==> src/rtl/axi_wr_master.sv <==
// AXI write master: one INCR burst at a time, user data streamed straight
// through to the W channel, and the B response reported as a done pulse.
module axi_wr_master #(
    parameter logic [3:0] WR_ID = 4'h0
) (
    input  logic        clk,
    input  logic        rstn,
    input  logic        cmd_valid,
    output logic        cmd_ready,
    input  logic [31:0] cmd_addr,
    input  logic [7:0]  cmd_len,
    input  logic [31:0] wdata,
    input  logic        wdata_valid,
    output logic        wdata_ready,
    output logic        done,
    output logic [1:0]  done_resp,
    output logic [3:0]  MASTER_WR_ADDR_ID,
    output logic [31:0] MASTER_WR_ADDR,
    output logic [7:0]  MASTER_WR_ADDR_LEN,
    output logic [1:0]  MASTER_WR_ADDR_BURST,
    output logic        MASTER_WR_ADDR_VALID,
    input  logic        MASTER_WR_ADDR_READY,
    output logic [31:0] MASTER_WR_DATA,
    output logic [3:0]  MASTER_WR_STRB,
    output logic        MASTER_WR_DATA_LAST,
    output logic        MASTER_WR_DATA_VALID,
    input  logic        MASTER_WR_DATA_READY,
    input  logic [3:0]  MASTER_WR_BACK_ID,
    input  logic [1:0]  MASTER_WR_BACK_RESP,
    input  logic        MASTER_WR_BACK_VALID,
    output logic        MASTER_WR_BACK_READY
);

    typedef enum logic [1:0] {
        S_IDLE,
        S_AW,
        S_W,
        S_B
    } state_t;

    state_t      state;
    state_t      state_nx;
    logic [31:0] addr_q;
    logic [7:0]  len_q;
    logic [8:0]  cnt;
    logic        done_q;
    logic [1:0]  resp_q;
    logic        in_w;
    logic        beat;
    logic        last;

    assign in_w = (state == S_W);
    assign beat = in_w && wdata_valid && MASTER_WR_DATA_READY;
    assign last = in_w && (cnt == {1'b0, len_q});

    always_comb begin
        state_nx = state;
        unique case (state)
            S_IDLE: if (cmd_valid)            state_nx = S_AW;
            S_AW:   if (MASTER_WR_ADDR_READY) state_nx = S_W;
            S_W:    if (beat && last)         state_nx = S_B;
            S_B:    if (MASTER_WR_BACK_VALID) state_nx = S_IDLE;
            default:                          state_nx = S_IDLE;
        endcase
    end

    always_ff @(posedge clk or negedge rstn) begin
        if (!rstn) begin
            state  <= S_IDLE;
            addr_q <= '0;
            len_q  <= '0;
            cnt    <= '0;
            done_q <= 1'b0;
            resp_q <= 2'b00;
        end else begin
            state  <= state_nx;
            done_q <= 1'b0;
            if (state == S_IDLE && cmd_valid) begin
                addr_q <= cmd_addr;
                len_q  <= cmd_len;
                cnt    <= '0;
            end
            if (beat) cnt <= cnt + 9'd1;
            if (state == S_B && MASTER_WR_BACK_VALID) begin
                done_q <= 1'b1;
                // A response carrying a foreign ID is reported as SLVERR
                resp_q <= (MASTER_WR_BACK_ID == WR_ID) ?
                          MASTER_WR_BACK_RESP : 2'b10;
            end
        end
    end

    // Reset also masks cmd_ready so every handshake output is low in reset
    assign cmd_ready            = rstn && (state == S_IDLE);
    assign wdata_ready          = in_w && MASTER_WR_DATA_READY;
    assign done                 = done_q;
    assign done_resp            = resp_q;
    assign MASTER_WR_ADDR_ID    = WR_ID;
    assign MASTER_WR_ADDR       = addr_q;
    assign MASTER_WR_ADDR_LEN   = len_q;
    assign MASTER_WR_ADDR_BURST = 2'b01;
    assign MASTER_WR_ADDR_VALID = (state == S_AW);
    assign MASTER_WR_DATA       = in_w ? wdata : 32'h0;
    assign MASTER_WR_STRB       = 4'hF;
    assign MASTER_WR_DATA_LAST  = last;
    assign MASTER_WR_DATA_VALID = in_w && wdata_valid;
    assign MASTER_WR_BACK_READY = (state == S_B);

endmodule

==> config.mk <==
export PLATFORM = sky130hd
export DESIGN_NAME = axi_wr_master
export DESIGN_NICKNAME = d
export VERILOG_FILES = /design/src/rtl/axi_wr_master.sv
export SDC_FILE = /design/constraint.sdc
export NUM_CORES = 1
export LEC_CHECK = 0
export BUFFER_PORTS_ARGS = -buffer_cell sky130_fd_sc_hd__buf_4
export CORE_ASPECT_RATIO = 0.8
export CORE_MARGIN = 2
export CORE_UTILIZATION = 42
export CTS_CLUSTER_DIAMETER = 50
export DETAILED_ROUTE_END_ITERATION = 8
export PLACE_DENSITY = 0.8
export SETUP_SLACK_MARGIN = 0.4
export SLEW_MARGIN = 0
export SYNTH_ARGS = -nofsm -noshare
export SYNTH_HDL_FRONTEND = slang
export SYNTH_SLANG_ARGS = --single-unit
==> constraint.sdc <==
create_clock -name clk -period 2.3 [get_ports clk]
set_input_delay 0.115 -clock clk [delete_from_list [all_inputs] [get_ports clk]]
set_output_delay 0.115 -clock clk [all_outputs]
set_load 0.01 [all_outputs]
======== Yosys cells after proc, flatten, opt, wreduce, memory -nomap -nowiden ========
Index checks and enable logic that the tools add are counted.
word-level totals
  logic and storage cells ................. 37
  bits of input ports ..................... 85
  output and inout bits ................... 91
  register bits ........................... 54
operators by class
  $add $sub $neg .......................... 1
  eq/ne operators ......................... 8
  multiplexer cells ....................... 10
  reduce and logical (&&, ||, !) cells .... 12
operator list
  cell                 count
  $mux 32              1
  $mux 9               2
  $mux 2               5
  $add 9x1->9 const B  1
  $eq 9x8->1           1
  $logic_and 1x1->1    8
  $pmux 2 s4           1
  $eq 2x2->1 const B   2
  $logic_not 4->1      1
  $ne 2x1->1 const B   2
  $ne 2x2->1 const B   2
  $reduce_and 4->1     1
  $eq 2x1->1 const B   1
  $logic_not 2->1      1
  $reduce_bool 2->1    1
  $mux 1               1

======== Logic depth before layout (Yosys ltp) ========
  depth in word-level cells ............... 6
  mapped depth ............................ 8
  depth with buffers taken out ............ 7

======== Worst setup path after synthesis ========
No wires, ideal clock.
  kind .................................... register to register
  start ................................... register state[0]
  end ..................................... register state[1]
  period minus slack after synthesis ...... 1.687 ns
  arrival ................................. 1.559 ns
  cell stages (with the launch flop) ...... 8
  setup slack ............................. 0.613 ns
  data required time ...................... 2.172 ns
  setup time .............................. 0.128 ns
  buffers on the path ..................... 0
  cell sequence ........................... dfrtp_1 > inv_1 > ha_1 > nand3_1 > nor3_1 > nand3_1 > a21oi_2 > mux2_1
on the way
  cells in the longest elaborated chain, start to end .. 6
  elaborated cells between the ends (all ways) .. 14
  those cells by class .................... 7 x eq/ne; 1 x mux; 6 x reduce/logical
ends and longest elaborated chain
  what                               line    text
  from (decl)                        41      state_t state;
  from (signal assigned)             76      state <= state_nx;
  $eq 2x2->1                         52, 58
  $logic_and 1x1->1 (2 in a row)     53      assign beat = in_w && wdata_valid && MASTER_WR_DATA_READY;
  $logic_and 1x1->1                  61      S_W: if (beat && last) state_nx = S_B;
  $ne 2x1->1 (no source line)        --
  $reduce_and 4->1 (no source line)  --
Parallel ways exist; a longest one is shown, timed or not.
A chain may end at the register's enable or synchronous reset.

======== Worst setup path after layout ========
  start ................................... register cnt[3]
  end ..................................... output MASTER_WR_DATA_LAST
on the way
  cells in the longest elaborated chain, start to end .. 2
ends and longest elaborated chain
  what                    line  text
  from (decl)             45    logic [8:0] cnt;
  from (signal assigned)  83    if (beat) cnt <= cnt + 9'd1;
  $eq 9x8->1              54    assign last = in_w && (cnt == {1'b0, len_q});
  $logic_and 1x1->1       54
  to (decl)               25    output logic MASTER_WR_DATA_LAST,
Every way passes these cells.

==> flow_summary.json <==
{
  "netlist_instances": 225,
  "wirelength_mm": 6.54,
  "fmax_mhz": 532,
  "clockBufferDepth": 2,
  "ys_types": 31,
  "overflow": 0,
  "vias_per_cell": 4.61,
  "htreeDepth": 2,
  "remaining_drc_errors": 0,
  "hp-class": "in -> reg",
  "antenna_cells": 0,
  "root_buffer": "clkbuf_8",
  "rsz0062_at_grt": "yes",
  "syn2layout_area_growth_pct": 56.2,
  "num_rows": 25,
  "hold_viol_final": 0,
  "crit_type": "reg -> out",
  "drv_slew": 0,
  "syn_area_um2": 2630,
  "crit_fanout": 4,
  "die_x_um": 92.5,
  "yosysSeqAreaShare_pct": 51.4,
  "syn_avg_cell_area_um2": 11.7,
  "wl_per_cell_um": 13.8,
  "relSlewSlack_pct": 55.5,
  "layout_min_cycle_time_ns": 1.88,
  "endpoint_kind": "output port",
  "yosysTopAreaCell": "dfrtp_1",
  "final_cell_mix": "buf_4, dfrtp_1, and2_1",
  "finalSetupViolCount": 0,
  "clk_latency_ns": 0.30,
  "clock-sinks": 54,
  "yosys-top-cells-area": "dfrtp_1, mux2_2, and2_1",
  "dr.pass1.iters": 4,
  "post-route-util_pct": 68.8,
  "ys_ff_latch": 54,
  "arrival_ns": 1.77,
  "synth_edf_count": 0,
  "ff2ff_path_depth": 6,
  "floorplan.initialDensity_pct": 44.0,
  "dpl_cell_area_um2": 3920,
  "fin_nets": 481,
  "start_kind": "flip-flop",
  "fin_area_um2": 4110,
  "p_per_area_nw_per_um2": 1140,
  "async_reset_ff_share_pct": 100,
  "p_leak_nw": 2.09,
  "antenna_left": 0,
  "drv_cap": 0,
  "drive_gt1_share_pct": 57.4,
  "synthFlopType": "dfrtp_1",
  "grt_max_degree": 55,
  "skew_ns": 0.00641,
  "ios": 176,
  "grt_usage_pct": 17.7,
  "crit_required_ns": 2.18,
  "grt_pass1_vias": 1971,
  "tightest_slew_ns": 0.668,
  "first_iter_violations": 60,
  "synth_top_area_share_pct": 51.4,
  "final_common_cell": "buf_4",
  "vias": 2179,
  "die_h_um": 74.8,
  "worst_slack_ns": 0.419,
  "total_power_w": 0.00470,
  "status": "finished, final reports clean",
  "cts_tree": "built",
  "dp_hpwl_mm": 5.03,
  "antenna_found_initial": 0,
  "period_share_pct": 81.8,
  "die_area_um2": 6910,
  "grt_pass1_wl_mm": 9.70,
  "min_delay_path_depth": 2,
  "cts_buffers": 5,
  "yosys_warnings": 0,
  "port_buffers": 165,
  "core_um2": 5970,
  "pre_cts_ws_ns": 0.349,
  "clk_pin_slew_ns": 0.10,
  "fin_tns_setup_ns": 0,
  "vdd_drop_max_v": 0.000683,
  "gpl.final_weighted_congestion": 0.815
}
[cells in the mapped netlist (4+ instances only)]
| library cell | count |
|---|---|
| ha_1 | 5 |
| buf_2 | 4 |
| buf_4 | 10 |
| nand2_1 | 12 |
| o21ai_0 | 10 |
| dfrtp_1 | 54 |
| mux2_2 | 34 |
| xor2_1 | 8 |
| and2_1 | 36 |
| inv_1 | 5 |
| clkbuf_1 | 6 |
| nand3_1 | 9 |
| mux2_1 | 7 |
[worst max-delay path: stages (launching register included)]
cell and delay [ns]:
dfrtp_1 0.43, xor2_1 0.18, nor4_2 0.34, nand2_1 0.11, nor4b_2 0.25, buf_4 0.16
[power breakdown]
group | internal, W | switching (W) | total (W)
Sequential | 0.00136 | 0.000257 | 0.00162
Combinational | 0.00139 | 0.00105 | 0.00244
Clock | 0.000332 | 0.000317 | 0.000650
[per-layer routing]
layer	part of all wire, %	GRT usage (%)	up-vias
met1	42	23.3	1015
met4	0.41	2.82	0
met3	7.0	4.00	6
met5	0	0	-
met2	50	31.1	84
li1	-	-	1074
[state kept, by name (all words and copies together) (netlist names)]
| register | count |
|---|---|
| MASTER_WR_ADDR | 32 |
| MASTER_WR_ADDR_LEN | 8 |
| cnt | 9 |
| done | 1 |
| done_resp | 2 |
| state | 2 |
[cell type report]
class | count | area, um2
sequential | 54 | 1350
fill | 465 | 1870
timing repair buffer | 171 | 1310
tap | 81 | 101
clock buffer | 5 | 68.8
inverter | 5 | 18.8
clock inverter | 3 | 47.5
multi-input combinational | 154 | 1210
[cells by family after synthesis]
group | share of synthesized area, %
other | 0.286
muxes | 18.7
AOI/OAI and AO/OA | 4.38
DFF | 51.4
xor gates and xnor gates | 2.66
and+or+nand+nor | 15.0
buffers and inverters | 5.19
adders and majority gates | 2.38
[stage by stage]
step / cells / hold WS (ns)
global placement: 462 / 0.292
detailed placement: 462 / 0.298
global route: 473 / 0.0140
finish: 473 / 0.0234
CTS: 473 / 0.00969
floorplan: 233 / -0.181
[what timing repair did]
action | in CTS | in global routing
gates resized for setup | 3 | 8
hold buffers | 1 | 0
setup endpoints to repair | 3 | 9
setup buffers | 2 | 0
pin swaps | 1 | 1
hold endpoints to repair | 54 | 0
[path summary, 6_finish.rpt]
kind                               startpoint                  end  slack (ns)
hold reg to reg            MASTER_WR_ADDR[20]   MASTER_WR_ADDR[20]        0.50
setup reg to reg                       cnt[3]             state[1]        0.48
min in group asynchronous                rstn         done_resp[1]        0.51
setup / recovery                       cnt[3]  MASTER_WR_DATA_LAST        0.42
hold / removal                    cmd_addr[7]    MASTER_WR_ADDR[7]        0.02
max in group asynchronous                rstn    MASTER_WR_ADDR[2]        1.35
Note: power is estimated with default switching activity, not from simulation.
